File: config.mk
export PLATFORM = sky130hd
export DESIGN_NAME = sga_rx_comandos
export DESIGN_NICKNAME = d
export VERILOG_FILES = /design/src/rtl/sga_rx_comandos.sv
export SDC_FILE = /design/constraint.sdc
export NUM_CORES = 1
export LEC_CHECK = 0
export CAP_MARGIN = 20
export CORE_UTILIZATION = 35
export DETAILED_ROUTE_END_ITERATION = 16
export DONT_BUFFER_PORTS = 1
export PLACE_DENSITY_LB_ADDON = 0.2
export SYNTH_ARGS = -nofsm -noshare
export SYNTH_HDL_FRONTEND = slang
export SYNTH_SLANG_ARGS = --single-unit
File: constraint.sdc
create_clock -name clock -period 4.25 [get_ports clock]
set_clock_uncertainty 0.2 [all_clocks]
set_input_delay 0.85 -clock clock [delete_from_list [all_inputs] [get_ports clock]]
set_output_delay 0.85 -clock clock [all_outputs]
set_load 0.02 [all_outputs]
File: src/rtl/sga_rx_comandos.sv
// 8N1 UART receiver with ASCII command decoder for the Snake Game Arcade.
// Emits one-cycle command pulses plus the raw byte, a valid strobe and a framing-error strobe.
module sga_rx_comandos #(
  parameter int unsigned CLKS_PER_BIT = 434
) (
  input  logic       clock,
  input  logic       reset_n,
  input  logic       rx,
  output logic       left,
  output logic       right,
  output logic       up,
  output logic       down,
  output logic       start,
  output logic       pause,
  output logic [7:0] dado,
  output logic       pronto,
  output logic       erro_frame,
  output logic [2:0] db_estado
);

  localparam int unsigned CW = $clog2(CLKS_PER_BIT);
  localparam logic [CW-1:0] HALF_M1 = CW'(CLKS_PER_BIT / 2 - 1);
  localparam logic [CW-1:0] BIT_M1  = CW'(CLKS_PER_BIT - 1);

  typedef enum logic [2:0] {
    OCIOSO      = 3'd0,
    INICIO      = 3'd1,
    DADOS       = 3'd2,
    PARADA      = 3'd3,
    DECODIFICA  = 3'd4,
    ERRO        = 3'd5,
    ESPERA_IDLE = 3'd6
  } estado_t;

  estado_t       estado;
  logic          rx_m;
  logic          rx_s;
  logic [CW-1:0] cnt;
  logic [2:0]    idx;
  logic [7:0]    shreg;

  // Two-flop synchronizer for the asynchronous serial line (idles high).
  always_ff @(posedge clock or negedge reset_n) begin
    if (!reset_n) begin
      rx_m <= 1'b1;
      rx_s <= 1'b1;
    end else begin
      rx_m <= rx;
      rx_s <= rx_m;
    end
  end

  // Receive FSM; strobes default low so every pulse lasts exactly one cycle.
  always_ff @(posedge clock or negedge reset_n) begin
    if (!reset_n) begin
      estado     <= OCIOSO;
      cnt        <= '0;
      idx        <= '0;
      shreg      <= '0;
      dado       <= '0;
      pronto     <= 1'b0;
      erro_frame <= 1'b0;
      left       <= 1'b0;
      right      <= 1'b0;
      up         <= 1'b0;
      down       <= 1'b0;
      start      <= 1'b0;
      pause      <= 1'b0;
    end else begin
      pronto     <= 1'b0;
      erro_frame <= 1'b0;
      left       <= 1'b0;
      right      <= 1'b0;
      up         <= 1'b0;
      down       <= 1'b0;
      start      <= 1'b0;
      pause      <= 1'b0;
      case (estado)
        OCIOSO: begin
          if (!rx_s) begin
            estado <= INICIO;
            cnt    <= '0;
          end
        end
        INICIO: begin
          if (cnt == HALF_M1) begin
            cnt <= '0;
            if (rx_s) begin
              estado <= OCIOSO;
            end else begin
              estado <= DADOS;
              idx    <= '0;
            end
          end else begin
            cnt <= cnt + CW'(1);
          end
        end
        DADOS: begin
          if (cnt == BIT_M1) begin
            cnt        <= '0;
            shreg[idx] <= rx_s;
            if (idx == 3'd7) estado <= PARADA;
            else             idx    <= idx + 3'd1;
          end else begin
            cnt <= cnt + CW'(1);
          end
        end
        PARADA: begin
          if (cnt == BIT_M1) begin
            cnt    <= '0;
            estado <= rx_s ? DECODIFICA : ERRO;
          end else begin
            cnt <= cnt + CW'(1);
          end
        end
        DECODIFICA: begin
          dado   <= shreg;
          pronto <= 1'b1;
          case (shreg)
            8'h61, 8'h41: left  <= 1'b1;
            8'h64, 8'h44: right <= 1'b1;
            8'h77, 8'h57: up    <= 1'b1;
            8'h73, 8'h53: down  <= 1'b1;
            8'h69, 8'h49: start <= 1'b1;
            8'h70, 8'h50: pause <= 1'b1;
            default: ;
          endcase
          estado <= OCIOSO;
        end
        ERRO: begin
          erro_frame <= 1'b1;
          estado     <= ESPERA_IDLE;
        end
        ESPERA_IDLE: begin
          // Hold off until the line is released so a break cannot re-trigger.
          if (rx_s) estado <= OCIOSO;
        end
        default: estado <= OCIOSO;
      endcase
    end
  end

  assign db_estado = 3'(estado);

endmodule

[Yosys cells after proc, flatten, opt, wreduce, memory -nomap -nowiden]
Cells that the tools add are included.
Widths: inputs -> output; s select.
Word-level totals
  flip-flop bits (word level): 41
  bits in latches: 0
  memory bits (writable): 0
  ROM bits: 0
  bits of input ports: 3
  word-level logic and storage cells: 98
  memories kept: 0
Operators by class
  add/sub/neg operators: 2
  multiply operators: 0
  div/mod/pow operators: 0
  magnitude comparators: 2
  eq/ne operators: 29
  shifts and indexed selects: 0
  multiplexer cells: 35
  bitwise gates (word level): 0
  reductions and logical operators: 15
Operators with widths (count)
  $eq 8x7->1 const B: 12
  $mux 3: 10
  $mux 9: 3
  $pmux 9 s3: 1
  $pmux 3 s6: 1
  $mux 1: 16
  $ne 2x2->1 const B: 8
  $reduce_or 2->1: 7
  $eq 3x3->1 const B: 4
  $add 9x1->9 const B: 1
  $eq 9x8->1 const B: 1
  $eq 9x9->1 const B: 1
  $bwmux 8: 1
  $eq 3x2->1 const B: 2
  $pmux 3 s2: 1
  $reduce_and 6->1: 1
  $reduce_and 5->1: 1
  $lt 3x4->1 const B: 1
  $reduce_and 2->1: 2
  $add 3x1->3 const B: 1
  $demux 1 s3: 1
  $eq 3x1->1 const B: 1
  $ge 3x1->1 const B: 1
  $logic_not 3->1: 1
  other kinds (4): 4

[Depth between registers and ports, before layout]
Gate-level depths: netlist of the first run.
  word-level depth: 5
  mapped depth: 7
  depth with buffers taken out: 6

[Worst setup path before layout of the first run]
No wires, ideal clock.
  kind: reg2reg
  from: register estado[2], in the netlist db_estado[2]
  to: register shreg[5]
  data arrival time: 1.922 ns
  data required time: 3.925 ns
  slack: 2.003 ns
  stages on the path, launching flop included: 5
  period minus slack after synthesis: 2.247 ns
  path through: dfrtp_1 > or3b_4 > or4_4 > nor3b_2 > mux2_2
Between the ends
  cells in the longest elaborated chain, start to end: 2
RTL lines
  start, declared: RTL line 35  | estado_t estado;
  start signal, assigned: RTL line 111  | estado <= rx_s ? DECODIFICA : ERRO;
  $eq 3x2->1: RTL line 78  | case (estado)
  $reduce_and 2->1 (no source line)
  end signal, assigned by index: RTL line 101  | shreg[idx] <= rx_s;
  end, declared: RTL line 40  | logic [7:0] shreg;
No other way between the ends.
A chain may end at the register's enable or synchronous reset.

[Worst setup path in the final report of the first run]
  from: register estado[0], in the netlist db_estado[0]
  to: register cnt[6]
Between the ends
  cells in the longest elaborated chain, start to end: 4
  elaborated cells between the ends (all ways): 9
RTL lines
  $eq 3x2->1: RTL line 78
  $reduce_or 2->1 (no source line)
  $reduce_bool 3->1 (no source line)
  $reduce_and 2->1 (no source line)
  end signal, assigned: RTL line 95  | cnt <= cnt + CW'(1);
  end signal, assigned: RTL line 105  | cnt <= cnt + CW'(1);
  end signal, assigned: RTL line 113  | cnt <= cnt + CW'(1);
  end, declared: RTL line 38  | logic [CW-1:0] cnt;
Several ways; a longest one is shown, not always the timed one.

==> out/metrics.yaml, run 1 <==
final_layout:
  num-fill-cells: 553
  multi_input_area_um2: 885
  synthToLayoutAreaGrowth_pct: 7.32
  antenna_cells_inserted: 0
  nets: 189
  final_cells: 254
  fin_area_um2: 2130
  proportion_of_layout_cells_with_a_drive_suffix_above_1_pct: 17.6
  seq_area_um2: 1030
timing:
  setup-violations-final: 0
  rsz_0062_raised_after_global_routing: "false"
  timing_hold_violations_final: 0
  final.period_utilization_pct: 67.9
  worst_setup_slack_after_layout_ns: 1.36
  maxClockFrequency_mhz: 346
  max_slew.worst_pin.slew_ns: 0.899
  max_slew_violation_count: 0
  final.min_clock_period_ns: 2.89
  setup_tns_ns: 0
  timing.slew.headroom_pct: 39.6
run:
  max_cap_viol_count: 0
synthesis:
  synth_flop_cell: "sky130_fd_sc_hd__dfrtp_1"
  synth-async-reset-ratio_pct: 100
  synth_mux_area_share_pct: 9.60
  synth.yosys.warnings: 0
  compound_gate_fraction_of_synth_area_pct: 13.4
  synth-simple-area-share_pct: 18.4
  main_combinational_cell_family_by_area_after_synthesis: "simple AND/OR/NAND/NOR gates"
  ys_seq_area_share_pct: 51.9
  syn-mean-instance-area_um2: 10.9
  postSynthNetCount: 189
  synth-xor-area-share_pct: 0
  synth-edff-count: 0
  yosys.area_share.adder_pct: 3.16
  syn_area_um2: 1980
  ys_seq_elements: 41
  number_of_instances_in_the_synthesized_netlist: 181
  post_synth_num_cell_types: 46
place:
  dpl.cell_count: 246
  place.detailed.hpwl_um: 2680
  post_dp_cell_area_um2: 2040
  gp_routability_congestion: 0.815
  pre_cts_slack_ns: 1.39
  buffer_ports.inserted: 0
pwr:
  p_comb_share_pct: 0.2
  ir_drop_uv: 102
  total_switching_power_w: 0.000134
  share_of_total_power_in_sequential_cells_pct: 61.5
  power.clock.fraction_pct: 38.3
  power.density_cell_area_nw_per_um2: 301
  power_w: 0.000640
  power.share.switching_pct: 20.9
  static_leakage_power_nw: 0.931
  power_report.internal_total_w: 0.000506
critical_path:
  critical_path.max_stage_delay_ns: 0.69
  timing.critical_path.from_type: "flop"
  crit_path_top_delay_cell: "sky130_fd_sc_hd__a41oi_1"
  rr_startpoint: "db_estado[0]"
  timing.critical_path.arrival_ns: 2.84
  worstSetupPathType: "reg -> reg"
  timing.rr.end: "cnt[6]"
  timing.critical_path.fanout_max: 14
  critPathRequiredTime_ns: 4.20
  reg2reg_depth: 4
  reg2reg_setup_slack_ns: 1.36
  critPathCaptureType: "flop"
  cp_cell_sequence: "or3b_2 > a41oi_1 > nor2_1 > o311ai_0"
drt:
  routed-via-count: 1413
  route.detailed.drc: 0
  via_per_inst: 5.56
  drt_iter0_drc: 65
  route.layer.met1.wl_um: 1750
  final_antenna_net_count: 0
  route.final.wire_length_um: 3900
  drt-wirelength-per-cell_um: 15.4
  wl_met3_um: 206
  dr_wl_met2_um: 1910
  routed.top_layer: "met4"
  detail_route.first_pass.iterations: 4
worst_hold_path:
  min-delay-path-class: "in -> async"
die:
  fp.dieArea_um2: 5970
  floorplan.initialDensity_pct: 36.2
  core_um2: 5470
  die_x_um: 77.3
  boundaryPins: 22
  rows: 27
  dieHeight_um: 77.3
clocking:
  root_buffer: "sky130_fd_sc_hd__clkbuf_8"
  clock-sinks: 41
  cts-hold-fix-buffers: 0
  cts_repair_resize_count: 0
  worst_setup_hold_path_clk_slew_ns: 0.08
  ctsLongestPathBuffers: 2
  cts_max_level: 2
  tritoncts.num_buffers: 5
  post-cts-setup-buffers: 0
  clkLatencyLatePin_ns: 0.29
  cts_tree: "done"
global_routing:
  via_count_of_the_first_global_routing_pass: 1360
  grtUsageTotal_pct: 14.3
  grt_start_max_net_pins: 42
  antenna_found_initial: 0
  globalRouteOverflowTotal: 0
  grt_pass1_wl_um: 6720
run_status:
  status: "finished, final reports clean"
==> synth_stat cells, types with 2 or more instances <==
cell                       count  share of area, %
sky130_fd_sc_hd__mux2_2       16               9.1
sky130_fd_sc_hd__nor2_1       15               2.8
sky130_fd_sc_hd__nand2b_1      5               1.6
sky130_fd_sc_hd__o21ai_0       8               2.0
sky130_fd_sc_hd__nor4b_1       2              0.88
sky130_fd_sc_hd__a22o_1        3               1.3
sky130_fd_sc_hd__nor3_1        6               1.5
sky130_fd_sc_hd__a21oi_1       4               1.0
sky130_fd_sc_hd__dfrtp_1      39                49
sky130_fd_sc_hd__nor3b_1       2              0.76
sky130_fd_sc_hd__nand2_1      12               2.3
sky130_fd_sc_hd__nand3b_1      2              0.76
sky130_fd_sc_hd__dfstp_2       2               2.7
sky130_fd_sc_hd__ha_1          5               3.2
sky130_fd_sc_hd__o211ai_1      5               1.9
sky130_fd_sc_hd__nor4_1        3              0.95
sky130_fd_sc_hd__nor3b_2       2               1.3
sky130_fd_sc_hd__buf_2         4               1.0
sky130_fd_sc_hd__nand4_1       2              0.63
sky130_fd_sc_hd__o31ai_1       4               1.5
sky130_fd_sc_hd__inv_1         9               1.7
sky130_fd_sc_hd__nand3_1       4               1.0
sky130_fd_sc_hd__clkbuf_1      3              0.57
sky130_fd_sc_hd__o22ai_1       2              0.63
==> cell type report <==
| cell class | instances | area share [%] |
|---|---|---|
| multi-input combinational | 123 | 41.6 |
| tap | 72 | 4.24 |
| sequential | 41 | 48.4 |
| clock buffer | 6 | 3.41 |
| clock inverter | 2 | 0.471 |
| timing repair buffer | 1 | 0.353 |
| inverter | 9 | 1.59 |
==> logic make-up after synthesis <==
group | after synthesis
AO/OA/AOI/OAI | 37
buffers and inverters | 17
AND/OR/NAND/NOR | 64
flip-flops | 41
multiplexers | 17
adder cells (fa/ha/maj) | 5
==> power by group through the flow <==
stage | Clock, W | Combinational [W] | Sequential (W)
global route | 0.000275 | 0.00000147 | 0.000394
CTS | 0.000256 | 0.00000123 | 0.000394
detailed placement | 0 | 0.00000122 | 0.000401
finish | 0.000245 | 0.00000127 | 0.000393
global placement | 0 | 0.00000127 | 0.000401
floorplan | 0 | 0.00000191 | 0.000400
==> worst max-delay path: cells and delay by family (launching register included) <==
kind,cells,cell delay (ns)
AOI/OAI and AO/OA,2,1.12
and+or+nand+nor,2,0.77
DFF,1,0.67
==> placed cells by master (no fill, tap or decap), types with 2 or more instances in the layout <==
cell type                  synthesis  routed
sky130_fd_sc_hd__a21oi_1           4       4
sky130_fd_sc_hd__a22o_1            3       3
sky130_fd_sc_hd__clkbuf_8          0       5
sky130_fd_sc_hd__clkinv_2          0       2
sky130_fd_sc_hd__dfrtp_1          39      39
sky130_fd_sc_hd__dfstp_2           2       2
sky130_fd_sc_hd__ha_1              5       5
sky130_fd_sc_hd__inv_1             9       9
sky130_fd_sc_hd__mux2_2           16      16
sky130_fd_sc_hd__nand2_1          12      12
sky130_fd_sc_hd__nand2b_1          5       5
sky130_fd_sc_hd__nand3_1           4       4
sky130_fd_sc_hd__nand3b_1          2       2
sky130_fd_sc_hd__nand4_1           2       2
sky130_fd_sc_hd__nor2_1           15      15
sky130_fd_sc_hd__nor3_1            6       6
sky130_fd_sc_hd__nor3b_1           2       2
sky130_fd_sc_hd__nor3b_2           2       2
sky130_fd_sc_hd__nor4_1            3       3
sky130_fd_sc_hd__nor4b_1           2       2
sky130_fd_sc_hd__o211ai_1          5       5
sky130_fd_sc_hd__o21ai_0           8       8
sky130_fd_sc_hd__o22ai_1           2       2
sky130_fd_sc_hd__o31ai_1           4       4
==> how the worst max path moves through the flow <==
stage                       from        to  cells past startpoint
floorplan           db_estado[2]  shreg[5]                      4
global placement    db_estado[0]    cnt[6]                      4
detailed placement  db_estado[0]    cnt[6]                      4
CTS                 db_estado[0]    cnt[6]                      4
global route        db_estado[0]    cnt[6]                      4
finish              db_estado[0]    cnt[6]                      4
==> routing by layer <==
layer	global-route usage, %	vias up
met4	3.96	0
li1	-	666
met2	24.0	43
met3	4.52	4
met1	17.6	700
met5	0	-
==> per-stage QoR <==
| step | hold slack (ns) | utilization [%] |
|---|---|---|
| floorplan | 0.145 | - |
| CTS | 0.0350 | 38.9 |
| finish | 0.0458 | 38.9 |
| global route | 0.0225 | 38.9 |
| global placement | 0.149 | 37.4 |
| detailed placement | 0.149 | 37.4 |
==> state kept, by name, summed over array words and instances (netlist names), 3 cells and up <==
register,cells
shreg,8
dado,8
cnt,9
db_estado,3
idx,3
(Power assumes the default switching activity.)
==> run 2: changes to the inputs <==
- ABC_AREA: unset -> 1
- clock period: 4.25 -> 2.52 ns (I/O delays scaled with it)
==> out/metrics.yaml, run 2 <==
run_status:
  status: "finished, final reports clean"  # unchanged
synthesis:
  postSynthNetCount: 297  # was 189
  syn-mean-instance-area_um2: 7.74  # was 10.9 um2
  number_of_instances_in_the_synthesized_netlist: 289  # was 181
  ys_seq_area_share_pct: 46.0  # was 51.9%
  synth_cell_count_leaders: "sky130_fd_sc_hd__nand2_1 (86), sky130_fd_sc_hd__inv_1 (46), sky130_fd_sc_hd__dfrtp_1 (39), sky130_fd_sc_hd__nand3_1 (26), sky130_fd_sc_hd__nor2_1 (24)"  # was sky130_fd_sc_hd__dfrtp_1 (39), sky130_fd_sc_hd__mux2_2 (16), sky130_fd_sc_hd__nor2_1 (15), sky130_fd_sc_hd__nand2_1 (12), sky130_fd_sc_hd__inv_1 (9)
  syn_area_um2: 2240  # was 1980 um2
  synth_largest_type_area_fraction_pct: 43.6  # was 49.2%
  synth.yosys.warnings: 0  # unchanged
  ys_top_cells_by_area: "sky130_fd_sc_hd__dfrtp_1 (44%), sky130_fd_sc_hd__nand2_1 (14%), sky130_fd_sc_hd__inv_1 (7.7%)"  # was sky130_fd_sc_hd__dfrtp_1 (49%), sky130_fd_sc_hd__mux2_2 (9.1%), sky130_fd_sc_hd__ha_1 (3.2%)
  post-synth-top-area-cell: "sky130_fd_sc_hd__dfrtp_1"  # unchanged
  synth_most_common_cell: "sky130_fd_sc_hd__nand2_1"  # was sky130_fd_sc_hd__dfrtp_1
  ys_seq_elements: 41  # unchanged
  synth-edff-count: 0  # unchanged
  post_synth_num_cell_types: 22  # was 46
  synth_flop_cell: "sky130_fd_sc_hd__dfrtp_1"  # unchanged
  synth-async-reset-ratio_pct: 100  # unchanged
run:
  max_cap_viol_count: 0  # unchanged
timing:
  timing_hold_violations_final: 0  # unchanged
  rsz_0062_raised_after_global_routing: "false"  # unchanged
  setup-violations-final: 0  # unchanged
  max_slew_violation_count: 0  # unchanged
  timing.slew.headroom_pct: 59.5  # was 39.6%
  max_slew.worst_pin.slew_ns: 0.607  # was 0.899 ns
  final.min_clock_period_ns: 1.86  # was 2.89 ns
  final.period_utilization_pct: 73.8  # was 67.9%
  maxClockFrequency_mhz: 538  # was 346 MHz
  setup_tns_ns: 0  # unchanged
clocking:
  tritoncts.num_buffers: 5  # unchanged
  post-cts-setup-buffers: 0  # unchanged
  clock-sinks: 41  # unchanged
  ctsLongestPathBuffers: 2  # unchanged
  cts_max_level: 2  # unchanged
  root_buffer: "sky130_fd_sc_hd__clkbuf_8"  # unchanged
  worst_setup_hold_path_clk_slew_ns: 0.08  # about the same
  clkLatencyLatePin_ns: 0.30  # was 0.29 ns
  cts_tree: "done"  # unchanged
global_routing:
  antenna_found_initial: 0  # unchanged
  grt_start_max_net_pins: 42  # unchanged
  via_count_of_the_first_global_routing_pass: 1579  # was 1,360
  grtUsageTotal_pct: 14.6  # was 14.3%
  groute.layer.met2.usage_pct: 21.8  # was 24.0%
  global_route.peak_usage_layer: "met2"  # unchanged
  grtUsageMet1_pct: 19.8  # was 17.6%
  grt_pass1_wl_um: 7270  # was 6720 um
  globalRouteOverflowTotal: 0  # unchanged
  met3_usage_pct: 4.11  # was 4.52%
die:
  fp.dieArea_um2: 6710  # was 5970 um2
  core_um2: 6030  # was 5470 um2
  die_x_um: 81.9  # was 77.3 um
  floorplan.initialDensity_pct: 37.1  # was 36.2%
  rows: 28  # was 27
  dieHeight_um: 81.9  # was 77.3 um
  boundaryPins: 22  # unchanged
pwr:
  ir_drop_uv: 180  # was 102 uV
  power.clock.fraction_pct: 45.2  # was 38.3%
  static_leakage_power_nw: 1.32  # was 0.931 nW
  power_report.internal_total_w: 0.000989  # was 0.000506 W
  power.share.switching_pct: 21.0  # was 20.9%
  power.density_cell_area_nw_per_um2: 506  # was 301 nW/um2
  p_comb_share_pct: 1.9  # was 0.2%
  share_of_total_power_in_sequential_cells_pct: 52.9  # was 61.5%
  total_switching_power_w: 0.000263  # was 0.000134 W
final_layout:
  fin_area_um2: 2470  # was 2130 um2
  nets: 305  # was 189
  synthToLayoutAreaGrowth_pct: 10.6  # was 7.32%
  layout.cells.most_common_list: "sky130_fd_sc_hd__nand2_1 (86), sky130_fd_sc_hd__inv_1 (46), sky130_fd_sc_hd__dfrtp_1 (39)"  # was sky130_fd_sc_hd__dfrtp_1 (39), sky130_fd_sc_hd__mux2_2 (16), sky130_fd_sc_hd__nor2_1 (15)
  antenna_cells_inserted: 0  # unchanged
  mostFrequentLayoutCell: "sky130_fd_sc_hd__nand2_1"  # was sky130_fd_sc_hd__dfrtp_1
  proportion_of_layout_cells_with_a_drive_suffix_above_1_pct: 12.4  # was 17.6%
  largest_register_ffs: 9  # unchanged
  top_register_by_number_of_flip_flops: "cnt"  # unchanged
  leading_registers_by_flop_count: "cnt: 9 flops, dado: 8 flops, shreg: 8 flops"  # unchanged
worst_hold_path:
  min-delay-path-class: "reg -> reg"  # was in -> async
critical_path:
  timing.critical_path.arrival_ns: 1.85  # was 2.84 ns
  timing.critical_path.fanout_max: 8  # was 14
  critPathRequiredTime_ns: 2.51  # was 4.20 ns
  worstSetupPathType: "reg -> reg"  # unchanged
  critPathCaptureType: "flop"  # unchanged
  timing.critical_path.from_type: "flop"  # unchanged
place:
  gp_routability_congestion: 0.840  # was 0.815
  post_dp_cell_area_um2: 2310  # was 2040 um2
  buffer_ports.inserted: 0  # unchanged
  place.detailed.hpwl_um: 3160  # was 2680 um
drt:
  drt_iter0_drc: 62  # was 65
  routed-via-count: 1744  # was 1,413
  via_per_inst: 4.68  # was 5.56
  final_antenna_net_count: 0  # unchanged
  route.detailed.drc: 0  # unchanged
  route.final.wire_length_um: 4340  # was 3900 um
  detail_route.first_pass.iterations: 4  # unchanged
  drt-wirelength-per-cell_um: 11.6  # was 15.4 um
[run 2: cell count changes in the layout (fill, tap and decap cells not counted), moves of 5 or more]
cell | previous run | this run
sky130_fd_sc_hd__nand2_2 | 0 | 7
sky130_fd_sc_hd__nand3_1 | 4 | 26
sky130_fd_sc_hd__mux2_2 | 16 | 0
sky130_fd_sc_hd__nand2_1 | 12 | 86
sky130_fd_sc_hd__o211ai_1 | 5 | 0
sky130_fd_sc_hd__nor2_1 | 15 | 24
sky130_fd_sc_hd__nor2_4 | 0 | 5
sky130_fd_sc_hd__inv_1 | 9 | 46
sky130_fd_sc_hd__nand2b_1 | 5 | 0
sky130_fd_sc_hd__inv_2 | 0 | 5
sky130_fd_sc_hd__nand4_1 | 2 | 15
[run 2: stage by stage]
stage | setup slack [ns] | instances | hold WS (ns) | power [W] | utilization, %
detailed placement | 0.678 | 362 | 0.00963 | 0.000681 | 38.4
global route | 0.454 | 373 | 0.167 | 0.00130 | 41.1
finish | 0.661 | 373 | 0.159 | 0.00125 | 41.1
global placement | 0.692 | 362 | 0.00985 | 0.000681 | 38.4
CTS | 0.657 | 373 | 0.160 | 0.00127 | 41.1
floorplan | 0.916 | 289 | 0.00841 | 0.000679 | -
[run 2: routing by layer]
layer | up-vias | share of wire (%)
li1 | 917 | -
met1 | 793 | 50
met3 | 7 | 3.4
met2 | 27 | 45
met5 | - | 0
met4 | 0 | 1.6
[run 2: cell type report]
class | instances | area [um2]
Sequential cell | 41 | 1030
Inverter | 51 | 191
Clock inverter | 2 | 37.5
Tap cell | 75 | 93.8
Multi-Input combinational cell | 195 | 1000
Clock buffer | 6 | 82.6
Timing Repair Buffer | 3 | 40.0
Fill cell | 635 | 3550
[run 2: path summary, 6_finish.rpt]
kind | to | start | depth (start not counted) | slack, ns
worst min-delay path | rx_s | rx_m | 0 | 0.16
worst min register to register | rx_s | rx_m | 0 | 0.16
worst max register to register | cnt[5] | db_estado[2] | 7 | 0.66
min in group asynchronous | db_estado[1] | reset_n | 2 | 0.45
worst max-delay path | cnt[5] | db_estado[2] | 7 | 0.66
max in group asynchronous | rx_m | reset_n | 2 | 1.42
[run 2: logic make-up after synthesis]
family / Yosys count / synth area share [%]
buf+inv: 53 / 9.29
simple gates: 177 / 38.3
fa+ha+maj: 5 / 2.80
compound gates: 12 / 3.19
xor+xnor: 1 / 0.392
flops: 41 / 46.0
[run 2: power groups by stage]
stage | logic, W | registers, W | clock network [W]
6_report | 0.0000242 | 0.000662 | 0.000566
5_1_grt | 0.0000284 | 0.000662 | 0.000609
4_1_cts | 0.0000260 | 0.000662 | 0.000584
3_5_place_dp | 0.00000564 | 0.000675 | 0
3_3_place_gp | 0.00000572 | 0.000675 | 0
2_1_floorplan | 0.00000445 | 0.000675 | 0
[run 2: repair_timing]
item / in CTS / in global routing
hold buffers: 3 / 0
hold endpoints to repair: 42 / 0
gates resized for setup: 0 / 0
[run 2: critical path, stage by stage (launching register included)]
cell and delay [ns]:
sky130_fd_sc_hd__dfrtp_1 0.74, sky130_fd_sc_hd__inv_2 0.12, sky130_fd_sc_hd__nand2_2 0.14, sky130_fd_sc_hd__inv_1 0.09, sky130_fd_sc_hd__nand2_1 0.20, sky130_fd_sc_hd__nand2_4 0.10, sky130_fd_sc_hd__nor2_4 0.10, sky130_fd_sc_hd__nor2_1 0.05
